[src/rtl/idli_sqi_fetch.sv]
`default_nettype none
// idli_sqi_fetch: lock-step quad-I/O READ fetch from two SQI memories into a small instruction FIFO.
// Optional macro IDLI_FETCH_BUF2_EN selects a two-entry buffer (default one entry).

package idli_sqi_pkg;
  localparam int SQI_NUM = 2;
  typedef logic [3:0] sqi_data_t;
  typedef enum logic {SQI_MEM_LO = 1'b0, SQI_MEM_HI = 1'b1} sqi_mem_t;
endpackage

module idli_sqi_fetch
  import idli_sqi_pkg::*;
(
  input  logic        i_clk,
  input  logic        i_rst,
  output logic        o_sqi_cs_n,
  output logic        o_sqi_oe,
  output sqi_data_t   o_sqi_data [SQI_NUM],
  input  sqi_data_t   i_sqi_data [SQI_NUM],
  input  logic        i_redirect,
  input  logic [15:0] i_redirect_pc,
  output logic        o_instr_vld,
  output logic [15:0] o_instr,
  output logic [15:0] o_instr_pc,
  input  logic        i_instr_rdy
);

`ifdef IDLI_FETCH_BUF2_EN
  localparam logic [1:0] DEPTH = 2'd2;
`else
  localparam logic [1:0] DEPTH = 2'd1;
`endif

  typedef enum logic [2:0] {
    ST_IDLE  = 3'd0,
    ST_CMD   = 3'd1,
    ST_ADDR  = 3'd2,
    ST_DUMMY = 3'd3,
    ST_DATA  = 3'd4
  } state_t;

  state_t      state_q, state_d;
  logic [2:0]  cnt_q, cnt_d;
  logic [15:0] pc_q, pc_d;
  logic [7:0]  lo_q, lo_d;
  logic        cs_n_q, oe_q;
  sqi_data_t   nib_q, nib_d;
  logic        head_vld_q;
  logic [15:0] head_q, head_pc_q;
  logic        pop, push, room;
  logic [1:0]  count, count_after_pop;
  logic [15:0] word;

  assign pop  = head_vld_q & i_instr_rdy;
  assign word = {i_sqi_data[SQI_MEM_HI], i_sqi_data[SQI_MEM_LO], lo_q};

`ifdef IDLI_FETCH_BUF2_EN
  logic        tail_vld_q;
  logic [15:0] tail_q, tail_pc_q;
  assign count = {1'b0, head_vld_q} + {1'b0, tail_vld_q};
`else
  assign count = {1'b0, head_vld_q};
`endif

  assign count_after_pop = count - {1'b0, pop};
  assign room            = (count_after_pop < DEPTH);

  always_comb begin
    state_d = state_q;
    cnt_d   = cnt_q;
    pc_d    = pc_q;
    lo_d    = lo_q;
    push    = 1'b0;
    case (state_q)
      ST_IDLE: begin
        if (room) begin
          state_d = ST_CMD;
          cnt_d   = 3'd0;
        end
      end
      ST_CMD: begin
        if (cnt_q == 3'd1) begin
          state_d = ST_ADDR;
          cnt_d   = 3'd0;
        end else begin
          cnt_d = cnt_q + 3'd1;
        end
      end
      ST_ADDR: begin
        if (cnt_q == 3'd5) begin
          state_d = ST_DUMMY;
          cnt_d   = 3'd0;
        end else begin
          cnt_d = cnt_q + 3'd1;
        end
      end
      ST_DUMMY: begin
        if (cnt_q == 3'd1) begin
          state_d = ST_DATA;
          cnt_d   = 3'd0;
        end else begin
          cnt_d = cnt_q + 3'd1;
        end
      end
      ST_DATA: begin
        if (cnt_q[0] == 1'b0) begin
          // Phase 0 decides whether another word fits; pc still names it on abort.
          if (room) begin
            lo_d  = {i_sqi_data[SQI_MEM_HI], i_sqi_data[SQI_MEM_LO]};
            cnt_d = 3'd1;
          end else begin
            state_d = ST_IDLE;
          end
        end else begin
          push  = 1'b1;
          pc_d  = pc_q + 16'd1;
          cnt_d = 3'd0;
          if (pc_q == 16'hFFFF) state_d = ST_IDLE;
        end
      end
      default: state_d = ST_IDLE;
    endcase
    if (i_redirect) begin
      state_d = ST_IDLE;
      cnt_d   = 3'd0;
      pc_d    = i_redirect_pc;
      push    = 1'b0;
    end
  end

  always_comb begin
    nib_d = 4'h0;
    case (state_d)
      ST_CMD:  nib_d = (cnt_d == 3'd0) ? 4'h0 : 4'h3;
      ST_ADDR: begin
        case (cnt_d)
          3'd2:    nib_d = pc_q[15:12];
          3'd3:    nib_d = pc_q[11:8];
          3'd4:    nib_d = pc_q[7:4];
          3'd5:    nib_d = pc_q[3:0];
          default: nib_d = 4'h0;
        endcase
      end
      default: nib_d = 4'h0;
    endcase
  end

  always_ff @(posedge i_clk or posedge i_rst) begin
    if (i_rst) begin
      state_q <= ST_IDLE;
      cnt_q   <= 3'd0;
      pc_q    <= 16'h0000;
      lo_q    <= 8'h00;
      cs_n_q  <= 1'b1;
      oe_q    <= 1'b0;
      nib_q   <= 4'h0;
    end else begin
      state_q <= state_d;
      cnt_q   <= cnt_d;
      pc_q    <= pc_d;
      lo_q    <= lo_d;
      cs_n_q  <= (state_d == ST_IDLE);
      oe_q    <= (state_d == ST_CMD) || (state_d == ST_ADDR);
      nib_q   <= nib_d;
    end
  end

  always_ff @(posedge i_clk or posedge i_rst) begin
    if (i_rst) begin
      head_vld_q <= 1'b0;
      head_q     <= 16'h0000;
      head_pc_q  <= 16'h0000;
`ifdef IDLI_FETCH_BUF2_EN
      tail_vld_q <= 1'b0;
      tail_q     <= 16'h0000;
      tail_pc_q  <= 16'h0000;
`endif
    end else if (i_redirect) begin
      head_vld_q <= 1'b0;
`ifdef IDLI_FETCH_BUF2_EN
      tail_vld_q <= 1'b0;
`endif
    end else begin
`ifdef IDLI_FETCH_BUF2_EN
      if (!head_vld_q || pop) begin
        if (tail_vld_q) begin
          head_vld_q <= 1'b1;
          head_q     <= tail_q;
          head_pc_q  <= tail_pc_q;
          tail_vld_q <= push;
          tail_q     <= word;
          tail_pc_q  <= pc_q;
        end else begin
          head_vld_q <= push;
          if (push) begin
            head_q    <= word;
            head_pc_q <= pc_q;
          end
        end
      end else if (push) begin
        tail_vld_q <= 1'b1;
        tail_q     <= word;
        tail_pc_q  <= pc_q;
      end
`else
      if (!head_vld_q || pop) begin
        head_vld_q <= push;
        if (push) begin
          head_q    <= word;
          head_pc_q <= pc_q;
        end
      end
`endif
    end
  end

  assign o_sqi_cs_n             = cs_n_q;
  assign o_sqi_oe               = oe_q;
  assign o_sqi_data[SQI_MEM_LO] = nib_q;
  assign o_sqi_data[SQI_MEM_HI] = nib_q;
  assign o_instr_vld            = head_vld_q;
  assign o_instr                = head_q;
  assign o_instr_pc             = head_pc_q;

endmodule

`default_nettype wire

[config.mk]
export PLATFORM = sky130hd
export DESIGN_NAME = idli_sqi_fetch
export DESIGN_NICKNAME = d
export VERILOG_FILES = /design/src/rtl/idli_sqi_fetch.sv
export SDC_FILE = /design/constraint.sdc
export NUM_CORES = 1
export LEC_CHECK = 0
export CAP_MARGIN = 20
export CORE_ASPECT_RATIO = 0.75
export CORE_MARGIN = 2
export CORE_UTILIZATION = 51
export DETAILED_ROUTE_END_ITERATION = 6
export GPL_TIMING_DRIVEN = 0
export PLACE_DENSITY = 0.8
export REMOVE_ABC_BUFFERS = 1
export SETUP_SLACK_MARGIN = 0.05
export SKIP_LAST_GASP = 1
export SLEW_MARGIN = 20
export SYNTH_ARGS = -nofsm -noshare
export SYNTH_HDL_FRONTEND = slang
export SYNTH_SLANG_ARGS = --single-unit
[constraint.sdc]
create_clock -name i_clk -period 2.4 [get_ports i_clk]
set_input_delay 0.48 -clock i_clk [delete_from_list [all_inputs] [get_ports i_clk]]
set_output_delay 0.48 -clock i_clk [all_outputs]
set_load 0.01 [all_outputs]
==> flow_summary.yaml <==
status:
  status: "finished, final reports clean"
synth:
  synth_cells: 272
  yosysSeqAreaShare: 0.529
  ys_ff_latch: 69
  synth_edf_count: 0
  synth.distinct_cells: 49
  synth.cell_area_sq_um: 3270
  synth_ff_type: "dfrtp_1"
  synth-warning-count: 0
  ys_async_sr_fraction: 1.00
  syn_avg_cell_area_sq_um: 12.0
floorplan:
  start_util: 0.522
  dieArea_sq_um: 7070
  num_io_pins: 71
  core_sq_um: 6260
  fp.dieH_um: 73.3
  rows: 25
  die_width_um: 96.4
timing:
  hold_ws_ns: 0.490
  slew_violations: 0
  min_period_over_period: 0.956
  rsz0062_at_grt: "yes"
  fmax_mhz: 436
  final.setup_skew_ns: 0.00756
  fin_ws_ns: 0.105
  finalSetupViolCount: 0
  max_slew_margin: 0.498
  finalHoldViolCount: 0
  max_slew.worst_pin.slew_ns: 0.753
  min_period_ns: 2.30
routing:
  vias: 2334
  drc: 0
  routedWlPerCell_um: 17.0
  via_per_inst: 5.50
  drt.antenna.violating_nets: 0
  first_pass_iters: 4
  routed_wirelength_mm: 7.23
  drtIter0Drc: 134
clock_network:
  postCtsHoldBufs: 0
  clock-sinks: 69
  cts_tree: "done"
  cts_buffer_depth: 2
  path_clk_slew_ns: 0.07
  htree_levels: 3
  worstSkewPairLatency_ns: 0.35
  clock-root-buffer: "clkbuf_8"
  numCtsBuffers: 9
final_layout:
  area_growth_pct: 29.4
  fill_cells: 483
  finalNonFillerCells: 424
  drive_gt1_frac: 0.207
  fin_nets: 369
  diodes: 0
critical_path:
  reg2reg_from: "state_q[0]"
  cp-start-kind: "register"
  crit_arrival_ns: 2.51
  critPathMaxFanout: 11
  crit_type: "register to register"
  cp.required_ns: 2.61
  reg2reg_slack_ns: 0.10
  worstSetupEndpointType: "register"
  r2r-end: "nib_q[0]"
  r2r_cells: 6
power_and_ir_drop:
  clkPwrFrac: 0.375
  internal_power_uw: 1980
  p_sw_frac: 0.252
  pwr-share-comb: 0.132
  power.switching_uw: 669
  vdd_drop_max_v: 0.000370
  power_frac_seq: 0.493
  power.leakage_uw: 0.00180
  p_per_area_nw_per_um2: 627
placed_design:
  post-place-ws_ns: -0.231
  globalplace.congestion: 0.789
  dp_cells: 408
  dpl.hpwl_mm: 4.98
  port_buffers: 70
job:
  timing.max_cap.violations: 0
global_route:
  grt.overflow.total: 0
  grt_pass1_vias: 2367
  antenna_found_initial: 0
  grt_start_max_net_pins: 43
  grt_use_total: 0.228
  grt_pass1_wl_mm: 12.0
worst_hold_path:
  hold_class: "primary input to async pin"
-- power by group through the flow --
stage | logic [uW] | clock network [uW] | registers (uW)
2_1_floorplan | 188 | 0 | 1320
3_3_place_gp | 334 | 0 | 1320
3_5_place_dp | 348 | 0 | 1330
4_1_cts | 351 | 1010 | 1300
5_1_grt | 386 | 1060 | 1320
6_report | 350 | 994 | 1310
-- worst max-delay path: stages, from the launching register on --
cell and delay [ns]:
dfrtp_1 0.53, or2_1 0.38, a22o_1 0.29, a22oi_2 0.24, nor2b_1 0.23, a221oi_1 0.12, o31ai_1 0.36
-- flip-flops by register name, indices dropped and copies added (netlist names) --
register     count
o_instr         16
o_instr_pc      16
pc_q            16
lo_q             8
nib_q            4
cnt_q            3
state_q          3
o_instr_vld      1
o_sqi_cs_n       1
o_sqi_oe         1
-- synthesized netlist by cell type (all sizes together), types with 2 or more instances --
| cell type | number | area share |
|---|---|---|
| nand4 | 6 | 0.011 |
| a221oi | 2 | 0.0054 |
| nand3 | 7 | 0.011 |
| nand2 | 26 | 0.030 |
| xor2 | 14 | 0.038 |
| dfrtp | 68 | 0.52 |
| o21ai | 18 | 0.028 |
| mux2 | 40 | 0.14 |
| nor2 | 11 | 0.013 |
| o22a | 3 | 0.0080 |
| inv | 3 | 0.0034 |
| nand4bb | 3 | 0.010 |
| a21oi | 3 | 0.0057 |
| nor2b | 3 | 0.0057 |
| a211oi | 2 | 0.0046 |
| buf | 13 | 0.029 |
| mux2i | 8 | 0.028 |
| clkbuf | 5 | 0.0057 |
| ha | 3 | 0.011 |
| nand2b | 3 | 0.0057 |
| and3 | 2 | 0.0038 |
| xnor2 | 3 | 0.0080 |
| nor3 | 8 | 0.017 |
-- per-layer routing --
layer	GRT usage	wire length, um
met1	0.332	3410
met4	0.0548	69
met5	0	0
met3	0.0708	405
met2	0.336	3340
-- logic make-up after synthesis --
| family | Yosys count | share of synthesized area |
|---|---|---|
| multiplexers | 49 | 0.173 |
| adder cells (fa/ha/maj) | 3 | 0.0115 |
| AO/OA/AOI/OAI | 36 | 0.0755 |
| flip-flops | 69 | 0.529 |
| AND/OR/NAND/NOR | 77 | 0.128 |
| XOR/XNOR | 17 | 0.0456 |
| buffers and inverters | 21 | 0.0379 |
-- worst max path at each step --
| stage | start | end | slack [ns] |
|---|---|---|---|
| final | state_q[0] | nib_q[0] | 0.10 |
| after detailed placement | i_instr_rdy | nib_q[0] | -0.23 |
| after floorplan | state_q[2] | o_instr[10] | -0.24 |
| after CTS | cnt_q[0] | nib_q[0] | 0.06 |
| after global placement | i_redirect | o_instr[9] | -2.11 |
| after global routing | cnt_q[0] | nib_q[0] | 0.04 |
-- cell usage in the layout (no fill, tap or decap), types with 2 or more instances in the layout --
| cell | Yosys | layout |
|---|---|---|
| nor2b_1 | 3 | 2 |
| o21ai_1 | 9 | 9 |
| clkdlybuf4s50_1 | 0 | 69 |
| nand3_1 | 7 | 7 |
| nor2_1 | 11 | 11 |
| nand2b_1 | 3 | 3 |
| o22a_1 | 3 | 3 |
| nand2_1 | 26 | 26 |
| a211oi_1 | 2 | 2 |
| and3_1 | 2 | 2 |
| dfrtp_1 | 68 | 66 |
| clkbuf_8 | 0 | 12 |
| mux2_2 | 36 | 36 |
| nand4bb_1 | 3 | 3 |
| ha_1 | 3 | 3 |
| mux2_1 | 4 | 4 |
| xnor2_1 | 3 | 3 |
| nand4_1 | 6 | 6 |
| a221oi_1 | 2 | 2 |
| a21oi_1 | 2 | 2 |
| dfrtp_2 | 0 | 2 |
| xor2_1 | 14 | 14 |
| nor3_1 | 5 | 5 |
| mux2i_1 | 7 | 7 |
| buf_8 | 0 | 2 |
| nor3_2 | 3 | 2 |
| o21ai_0 | 9 | 9 |
-- layout make-up --
class | count | area [sq um] | area share
inverter | 3 | 13.8 | 0.00326
timing repair buffer | 73 | 746 | 0.176
tap | 81 | 101 | 0.0240
multi-input combinational | 182 | 1420 | 0.337
clock inverter | 3 | 42.5 | 0.0101
clock buffer | 13 | 169 | 0.0400
sequential | 69 | 1730 | 0.409
-- through the flow --
step / TNS (ns) / total power, uW / utilization / area [sq um]
6_report: 0 / 2650 / 0.676 / 4230
2_1_floorplan: -7.60 / 1500 / - / 3150
3_5_place_dp: -0.749 / 1670 / 0.641 / 4010
4_1_cts: 0 / 2670 / 0.675 / 4220
5_1_grt: 0 / 2770 / 0.676 / 4230
3_3_place_gp: -133.46 / 1650 / 0.632 / 3960
-- timing repair --
item,4_1_cts,5_1_grt
setup buffers,0,0
endpoints found under the setup margin,0,21
resized for setup,0,3
Power figures use the tool's default switching activity.
